## src/rtl/serial_shifter_pkg.sv

```systemverilog
// Shared types for serial_shifter: op codes, FSM states and the direction helper.
// Purely declarative; no logic or latency of its own.
package shifter_pkg;

    typedef enum logic [2:0] {
        OP_PASS = 3'b000,
        OP_ROL  = 3'b001,
        OP_ROR  = 3'b010,
        OP_SHL  = 3'b011,
        OP_SHR  = 3'b100,
        OP_ASR  = 3'b101,
        OP_RCL  = 3'b110,
        OP_RCR  = 3'b111
    } op_e;

    typedef enum logic [1:0] {
        IDLE  = 2'd0,
        SHIFT = 2'd1,
        DONE  = 2'd2
    } state_e;

    function automatic logic is_left(op_e op);
        return (op == OP_ROL) || (op == OP_SHL) || (op == OP_RCL);
    endfunction

endpackage

```

## src/rtl/serial_shifter_if.sv

```systemverilog
// Request/result bundle for serial_shifter; master issues start, slave returns busy/done/result.
// Optional SERIAL_SHIFTER_TRISTATE_EN adds the oe bus-enable and turns w into a tri net.
interface serial_shifter_if
    import shifter_pkg::*;
#(
    parameter int WIDTH = 8,
    parameter int CNT_W = $clog2(WIDTH) + 1
) ();

    logic             start;
    op_e              op;
    logic [CNT_W-1:0] amount;
    logic [WIDTH-1:0] a;
    logic             cin;
    logic             busy;
    logic             done;
    logic             cf;
    logic             zf;
`ifdef SERIAL_SHIFTER_TRISTATE_EN
    logic             oe;
    tri   [WIDTH-1:0] w;
`else
    logic [WIDTH-1:0] w;
`endif

    modport master (
`ifdef SERIAL_SHIFTER_TRISTATE_EN
        output oe,
`endif
        output start, op, amount, a, cin,
        input  busy, done, w, cf, zf
    );

    modport slave (
`ifdef SERIAL_SHIFTER_TRISTATE_EN
        input  oe,
`endif
        input  start, op, amount, a, cin,
        output busy, done, w, cf, zf
    );

endinterface

```

## src/rtl/serial_shifter_shift_step.sv

```systemverilog
// One combinational bit-step of the shifter datapath: next w and carry from the current ones.
// Zero latency; no flow control.
module shift_step
    import shifter_pkg::*;
#(
    parameter int WIDTH = 8
) (
    input  op_e              op_i,
    input  logic [WIDTH-1:0] w_i,
    input  logic             cf_i,
    output logic [WIDTH-1:0] w_o,
    output logic             cf_o
);

    always_comb begin
        w_o  = w_i;
        cf_o = cf_i;
        case (op_i)
            OP_ROL: w_o = {w_i[WIDTH-2:0], w_i[WIDTH-1]};
            OP_ROR: w_o = {w_i[0], w_i[WIDTH-1:1]};
            OP_SHL: w_o = {w_i[WIDTH-2:0], 1'b0};
            OP_SHR: w_o = {1'b0, w_i[WIDTH-1:1]};
            OP_ASR: w_o = {w_i[WIDTH-1], w_i[WIDTH-1:1]};
            OP_RCL: w_o = {w_i[WIDTH-2:0], cf_i};
            OP_RCR: w_o = {cf_i, w_i[WIDTH-1:1]};
            default: w_o = w_i;
        endcase
        // Every real op ejects the msb when moving left and the lsb when moving right.
        if (op_i != OP_PASS) begin
            cf_o = is_left(op_i) ? w_i[WIDTH-1] : w_i[0];
        end
    end

endmodule

```

## src/rtl/serial_shifter.sv

```systemverilog
// Multi-cycle shifter: one bit-step per clock, done pulses N+1 cycles after the start edge (1 for N=0).
// start is accepted only in IDLE; SERIAL_SHIFTER_TRISTATE_EN makes w a tri-state bus drive gated by oe.
module serial_shifter
    import shifter_pkg::*;
#(
    parameter int WIDTH = 8,
    parameter int CNT_W = $clog2(WIDTH) + 1
) (
    input logic              clk,
    input logic              rst,
    serial_shifter_if.slave  bus
);

    state_e           state_q;
    op_e              op_q;
    logic [WIDTH-1:0] w_q;
    logic             cf_q;
    logic [CNT_W-1:0] cnt_q;
    logic             busy_q;
    logic             done_q;

    logic [WIDTH-1:0] w_d;
    logic             cf_d;
    logic [CNT_W-1:0] amt_d;

    assign amt_d = (bus.op == OP_PASS) ? '0 : bus.amount;

    shift_step #(
        .WIDTH (WIDTH)
    ) u_step (
        .op_i (op_q),
        .w_i  (w_q),
        .cf_i (cf_q),
        .w_o  (w_d),
        .cf_o (cf_d)
    );

    always_ff @(posedge clk or posedge rst) begin
        if (rst) begin
            state_q <= IDLE;
            op_q    <= OP_PASS;
            w_q     <= '0;
            cf_q    <= 1'b0;
            cnt_q   <= '0;
            busy_q  <= 1'b0;
            done_q  <= 1'b0;
        end else begin
            // done trails the DONE state by one edge so the pulse lands N+1 cycles after start.
            done_q <= (state_q == DONE);
            case (state_q)
                IDLE: begin
                    if (bus.start) begin
                        w_q   <= bus.a;
                        cf_q  <= bus.cin;
                        op_q  <= bus.op;
                        cnt_q <= amt_d;
                        if (amt_d != '0) begin
                            state_q <= SHIFT;
                            busy_q  <= 1'b1;
                        end else begin
                            state_q <= DONE;
                        end
                    end
                end
                SHIFT: begin
                    w_q   <= w_d;
                    cf_q  <= cf_d;
                    cnt_q <= cnt_q - CNT_W'(1);
                    if (cnt_q == CNT_W'(1)) begin
                        state_q <= DONE;
                        busy_q  <= 1'b0;
                    end
                end
                DONE: begin
                    state_q <= IDLE;
                end
                default: begin
                    state_q <= IDLE;
                    busy_q  <= 1'b0;
                end
            endcase
        end
    end

    assign bus.busy = busy_q;
    assign bus.done = done_q;
    assign bus.cf   = cf_q;
    assign bus.zf   = (w_q == '0);

`ifdef SERIAL_SHIFTER_TRISTATE_EN
    assign bus.w = bus.oe ? w_q : {WIDTH{1'bz}};
`else
    assign bus.w = w_q;
`endif

endmodule

```

## src/flat_wrapper.sv

```systemverilog
// flat-port wrapper written by rule: the top's interface ports become plain ports
module serial_shifter_flat import shifter_pkg::*;
#(
    parameter int WIDTH = 8,
    parameter int CNT_W = $clog2(WIDTH) + 1
)
  (clk, rst, bus_start, bus_op, bus_amount, bus_a, bus_cin, bus_busy, bus_done, bus_w, bus_cf, bus_zf);
  serial_shifter_if #(.WIDTH(WIDTH), .CNT_W(CNT_W)) bus_i ();
  input logic clk;
  input logic rst;
  input wire logic [$bits(bus_i.start)-1:0] bus_start;
  input wire logic [$bits(bus_i.op)-1:0] bus_op;
  input wire logic [$bits(bus_i.amount)-1:0] bus_amount;
  input wire logic [$bits(bus_i.a)-1:0] bus_a;
  input wire logic [$bits(bus_i.cin)-1:0] bus_cin;
  output wire logic [$bits(bus_i.busy)-1:0] bus_busy;
  output wire logic [$bits(bus_i.done)-1:0] bus_done;
  output wire logic [$bits(bus_i.w)-1:0] bus_w;
  output wire logic [$bits(bus_i.cf)-1:0] bus_cf;
  output wire logic [$bits(bus_i.zf)-1:0] bus_zf;
  assign bus_i.start = bus_start;
  assign bus_i.op = bus_op;
  assign bus_i.amount = bus_amount;
  assign bus_i.a = bus_a;
  assign bus_i.cin = bus_cin;
  assign bus_busy = bus_i.busy;
  assign bus_done = bus_i.done;
  assign bus_w = bus_i.w;
  assign bus_cf = bus_i.cf;
  assign bus_zf = bus_i.zf;
  serial_shifter #(.WIDTH(WIDTH), .CNT_W(CNT_W)) u_core (.clk(clk), .rst(rst), .bus(bus_i));
endmodule
```

## config.mk

```make
export PLATFORM = sky130hd
export DESIGN_NAME = serial_shifter_flat
export DESIGN_NICKNAME = d
export VERILOG_FILES = /design/src/rtl/serial_shifter_pkg.sv /design/src/rtl/serial_shifter_if.sv /design/src/rtl/serial_shifter_shift_step.sv /design/src/rtl/serial_shifter.sv /design/src/flat_wrapper.sv
export SDC_FILE = /design/constraint.sdc
export NUM_CORES = 1
export LEC_CHECK = 0
export CAP_MARGIN = 0
export CORE_MARGIN = 2
export CORE_UTILIZATION = 49
export DETAILED_ROUTE_END_ITERATION = 16
export GPL_TIMING_DRIVEN = 0
export PLACE_DENSITY = 0.79
export SLEW_MARGIN = 20
export SYNTH_ARGS = -nofsm -noshare
export SYNTH_HDL_FRONTEND = slang
export SYNTH_SLANG_ARGS = --single-unit
```

## constraint.sdc

```tcl
create_clock -name clk -period 1.8 [get_ports clk]
set_clock_uncertainty 0.1 [all_clocks]
set_input_delay 0.36 -clock clk [delete_from_list [all_inputs] [get_ports clk]]
set_output_delay 0.36 -clock clk [all_outputs]
set_load 0.02 [all_outputs]
```

==> Implementation_results.wiki <==
{| class="wikitable"
! Metric !! Value
|-
| Yosys cell types || 41
|-
| TritonCTS clock tree || built
|-
| Endpoints failing setup || 1
|-
| Per-cell via count in the routed design || 6.08
|-
| R2R Path End || u_core.bus.w[1]
|-
| Via count of the routed design || 1149
|-
| Minimum clock period || 1.95 ns
|-
| Detailed Place HPWL || 2250 um
|-
| Number of buffers inserted during clock tree synthesis || 3
|-
| Number of synthesized flops with an enable pin || 0
|-
| Share of the synthesized area in the top cell type || 39.2%
|-
| Initial drt markers || 30
|-
| Length of the first detailed-routing pass in iterations || 4
|-
| Effective utilization at floorplan || 51.5%
|-
| Top cell types by occurrence after synthesis || sky130_fd_sc_hd__dfrtp_1, sky130_fd_sc_hd__nand2_1, sky130_fd_sc_hd__a21oi_1, sky130_fd_sc_hd__mux2i_1, sky130_fd_sc_hd__o21ai_1
|-
| Chip Width || 55.0 um
|-
| Run status || complete, but fails checks
|-
| Crit-path cells || or4_1, nor2_1, buf_4
|-
| H-tree depth reported by CTS || 1
|-
| Wire length of the first global-routing pass || 5200 um
|-
| Main synth FF type || sky130_fd_sc_hd__dfrtp_1
|-
| Clock latency reported for the late side of the worst-skew pair || 0.30 ns
|-
| Final wirelength || 3110 um
|-
| Number of hold violations in the final report || 0
|-
| Share of post-route cells with drive strength above 1 || 19.5%
|-
| Worst slack at placement || -0.314 ns
|-
| Sequential area share after synthesis || 39.2%
|-
| Syn nets || 143
|-
| Final count of pins violating max slew || 0
|-
| Number of synthesized register bits || 20
|-
| Worst setup startpoint || u_core.bus.w[7]
|-
| FP Rows || 18
|-
| Clock sink count || 20
|-
| Vertical extent of the die || 55.0 um
|-
| Unrepaired setup endpoints after global routing || true
|-
| Slowest cell on the critical path || sky130_fd_sc_hd__or4_1
|-
| Leakage Power || 0.000740 uW
|-
| Launch point of the worst reg-to-reg path || u_core.op_q[1]
|-
| Root Buffer || sky130_fd_sc_hd__clkbuf_4
|-
| Crit path launch type || flop
|-
| Max stage delay on crit path || 0.50 ns
|-
| Violations in the final reports || setup timing
|-
| Layout filler cell count || 228
|-
| Crit Path Class || reg -> out
|-
| Clock-pin slew on the worst setup and hold paths || 0.12 ns
|-
| Power density over cell area || 1840 nW/um^2
|-
| Number of antenna violations at the first check in global routing || 0
|-
| Number of instances in the synthesized netlist || 122
|-
| Final estimated routing congestion in global placement || 0.755
|-
| Antenna-violating nets left || 0
|-
| Path type of the worst min-delay path || in -> async
|-
| Number of warnings issued by yosys || 0
|-
| Maximum fanout along the worst path || 2
|-
| Gr usage total || 24.7%
|-
| Post-synthesis instance area || 1280 um^2
|-
| Routed len/inst || 16.5 um
|-
| Aggregate global routing overflow || 0
|-
| Placeable core area || 2480 um^2
|-
| Top cells by area in the synthesized netlist || sky130_fd_sc_hd__dfrtp_1, sky130_fd_sc_hd__mux2i_1, sky130_fd_sc_hd__nor4bb_1
|-
| Most used standard cell by instance count after synthesis || sky130_fd_sc_hd__dfrtp_1
|-
| Area Growth Syn to Fin || 29.8%
|-
| Die Footprint || 3030 um^2
|-
| Leading area contributor after synthesis || sky130_fd_sc_hd__dfrtp_1
|-
| DR DRC count || 0
|-
| Maxcap violations || 0
|-
| Number of placed I/O pins || 31
|-
| Data required time of the critical path || 1.34 ns
|-
| Diodes inserted || 0
|-
| Smallest setup slack after layout || -0.152 ns
|-
| Final critical-path share of the clock period || 108%
|-
| Worst EP arrival || 1.49 ns
|-
| R2r setup slk || 0.11 ns
|-
| Depth of the worst register-to-register path || 4
|-
| Crit path capture type || primary output
|-
| Mean post-synth cell area || 10.5 um^2
|-
| Maximum count of clock buffers along a single path || 2
|-
| CTS hold repair buffers || 0
|-
| Count of input and output buffers || 30
|-
| Async set-reset flop share out of synthesis || 100%
|-
| Final Net Count || 182
|-
| Vias in the first global route || 1112
|-
| Fmax || 0.512 GHz
|-
| Maximum number of pins on one net before global-route repair || 21
|-
| Core occupancy in the finished layout || 66.9%
|-
| Max-Slew Margin vs Limit || 48.4%
|-
| Setup Total Neg Slack || -0.152 ns
|-
| Peak ir drop on the vdd network || 1.10 mV
|-
| Pin slew with the least headroom to its limit || 0.774 ns
|}
-- cells in the final DEF, fill, tap and decap left out, types with 2 or more instances in the layout --
cell                              synthesis  routed
sky130_fd_sc_hd__dfrtp_1                 20      17
sky130_fd_sc_hd__mux2_2                   3       3
sky130_fd_sc_hd__or4_1                    2       2
sky130_fd_sc_hd__dfrtp_2                  0       3
sky130_fd_sc_hd__o21ai_0                  6       6
sky130_fd_sc_hd__nor2_1                   4       4
sky130_fd_sc_hd__ha_1                     2       2
sky130_fd_sc_hd__and2b_1                  2       2
sky130_fd_sc_hd__mux2i_1                  9       9
sky130_fd_sc_hd__a21oi_1                  9       9
sky130_fd_sc_hd__o21ai_1                  8       8
sky130_fd_sc_hd__nor4bb_1                 7       7
sky130_fd_sc_hd__clkbuf_4                 0       3
sky130_fd_sc_hd__nor3_1                   3       3
sky130_fd_sc_hd__nand2b_1                 2       2
sky130_fd_sc_hd__clkdlybuf4s50_1          0      20
sky130_fd_sc_hd__buf_4                    2       7
sky130_fd_sc_hd__o41ai_2                  2       2
sky130_fd_sc_hd__buf_6                    3       3
sky130_fd_sc_hd__nand2_1                 11      11
sky130_fd_sc_hd__inv_1                    4       4
sky130_fd_sc_hd__dlygate4sd2_1            0       9
-- cell type report --
type                    count  area, um^2  share of cell area (%)
inverters                   5        18.8                    1.13
clock buffers               3        22.5                    1.36
plain buffers               6        53.8                    3.25
well taps                  30        37.5                    2.27
repair buffers             34         317                    19.1
flip-flops and latches     20         504                    30.4
multi-input cells          91         703                    42.4
-- sequential cells by signal (all words and copies together), names as in the netlist --
signal / count
u_core.cnt_q: 4
u_core.bus.cf: 1
u_core.bus.done: 1
u_core.op_q: 3
u_core.bus.busy: 1
u_core.state_q: 2
u_core.bus.w: 8
-- stage by stage --
stage	hold slack, ns	instance area (um^2)	std cells	power, uW
finish	0.384	1660	189	3050
floorplan	0.224	1280	122	2270
global placement	0.380	1610	182	2750
CTS	0.396	1660	189	3040
global route	0.454	1660	189	3290
detailed placement	0.371	1610	182	2820
-- repair_timing --
item,4_1_cts,5_1_grt
endpoints found under the setup margin,10,1
gates cloned,0,0
buffers inserted,4,0
resized for setup,17,0
-- worst max-delay path, delay by kind of cell (launching register included) --
kind / cells / cell delay (ns)
flip-flops: 1 / 0.44
AND/OR/NAND/NOR: 2 / 0.61
buffers and inverters: 1 / 0.14
-- how the worst max path moves through the flow --
stage                   to  slack (ns)  cells after the start
floorplan           bus_zf        0.03                      2
global placement    bus_zf       -0.31                      3
detailed placement  bus_zf       -0.31                      3
CTS                 bus_zf       -0.14                      3
global route        bus_zf       -0.20                      3
finish              bus_zf       -0.15                      3
-- logic make-up after synthesis --
group                    Yosys count  synth area share, %
AO/OA/AOI/OAI                     37                 21.6
XOR/XNOR                           2                 1.96
adder cells (fa/ha/maj)            2                 1.96
buffers and inverters             11                 5.68
flip-flops                        20                 39.2
multiplexers                      13                 10.6
AND/OR/NAND/NOR                   37                 19.0
-- per-layer routing --
metal / vias up / part of all wire, % / track usage, %
met3: 8 / 3.3 / 3.23
li1: 528 / - / -
met5: - / 0 / 0
met2: 29 / 53 / 45.4
met4: 0 / 2.7 / 11.0
met1: 584 / 41 / 28.3
-- power by group --
group	internal, uW	switching (uW)
clock network	78.0	137
logic	922	1030
registers	663	223
total	1660	1390
(Power assumes the default switching activity.)
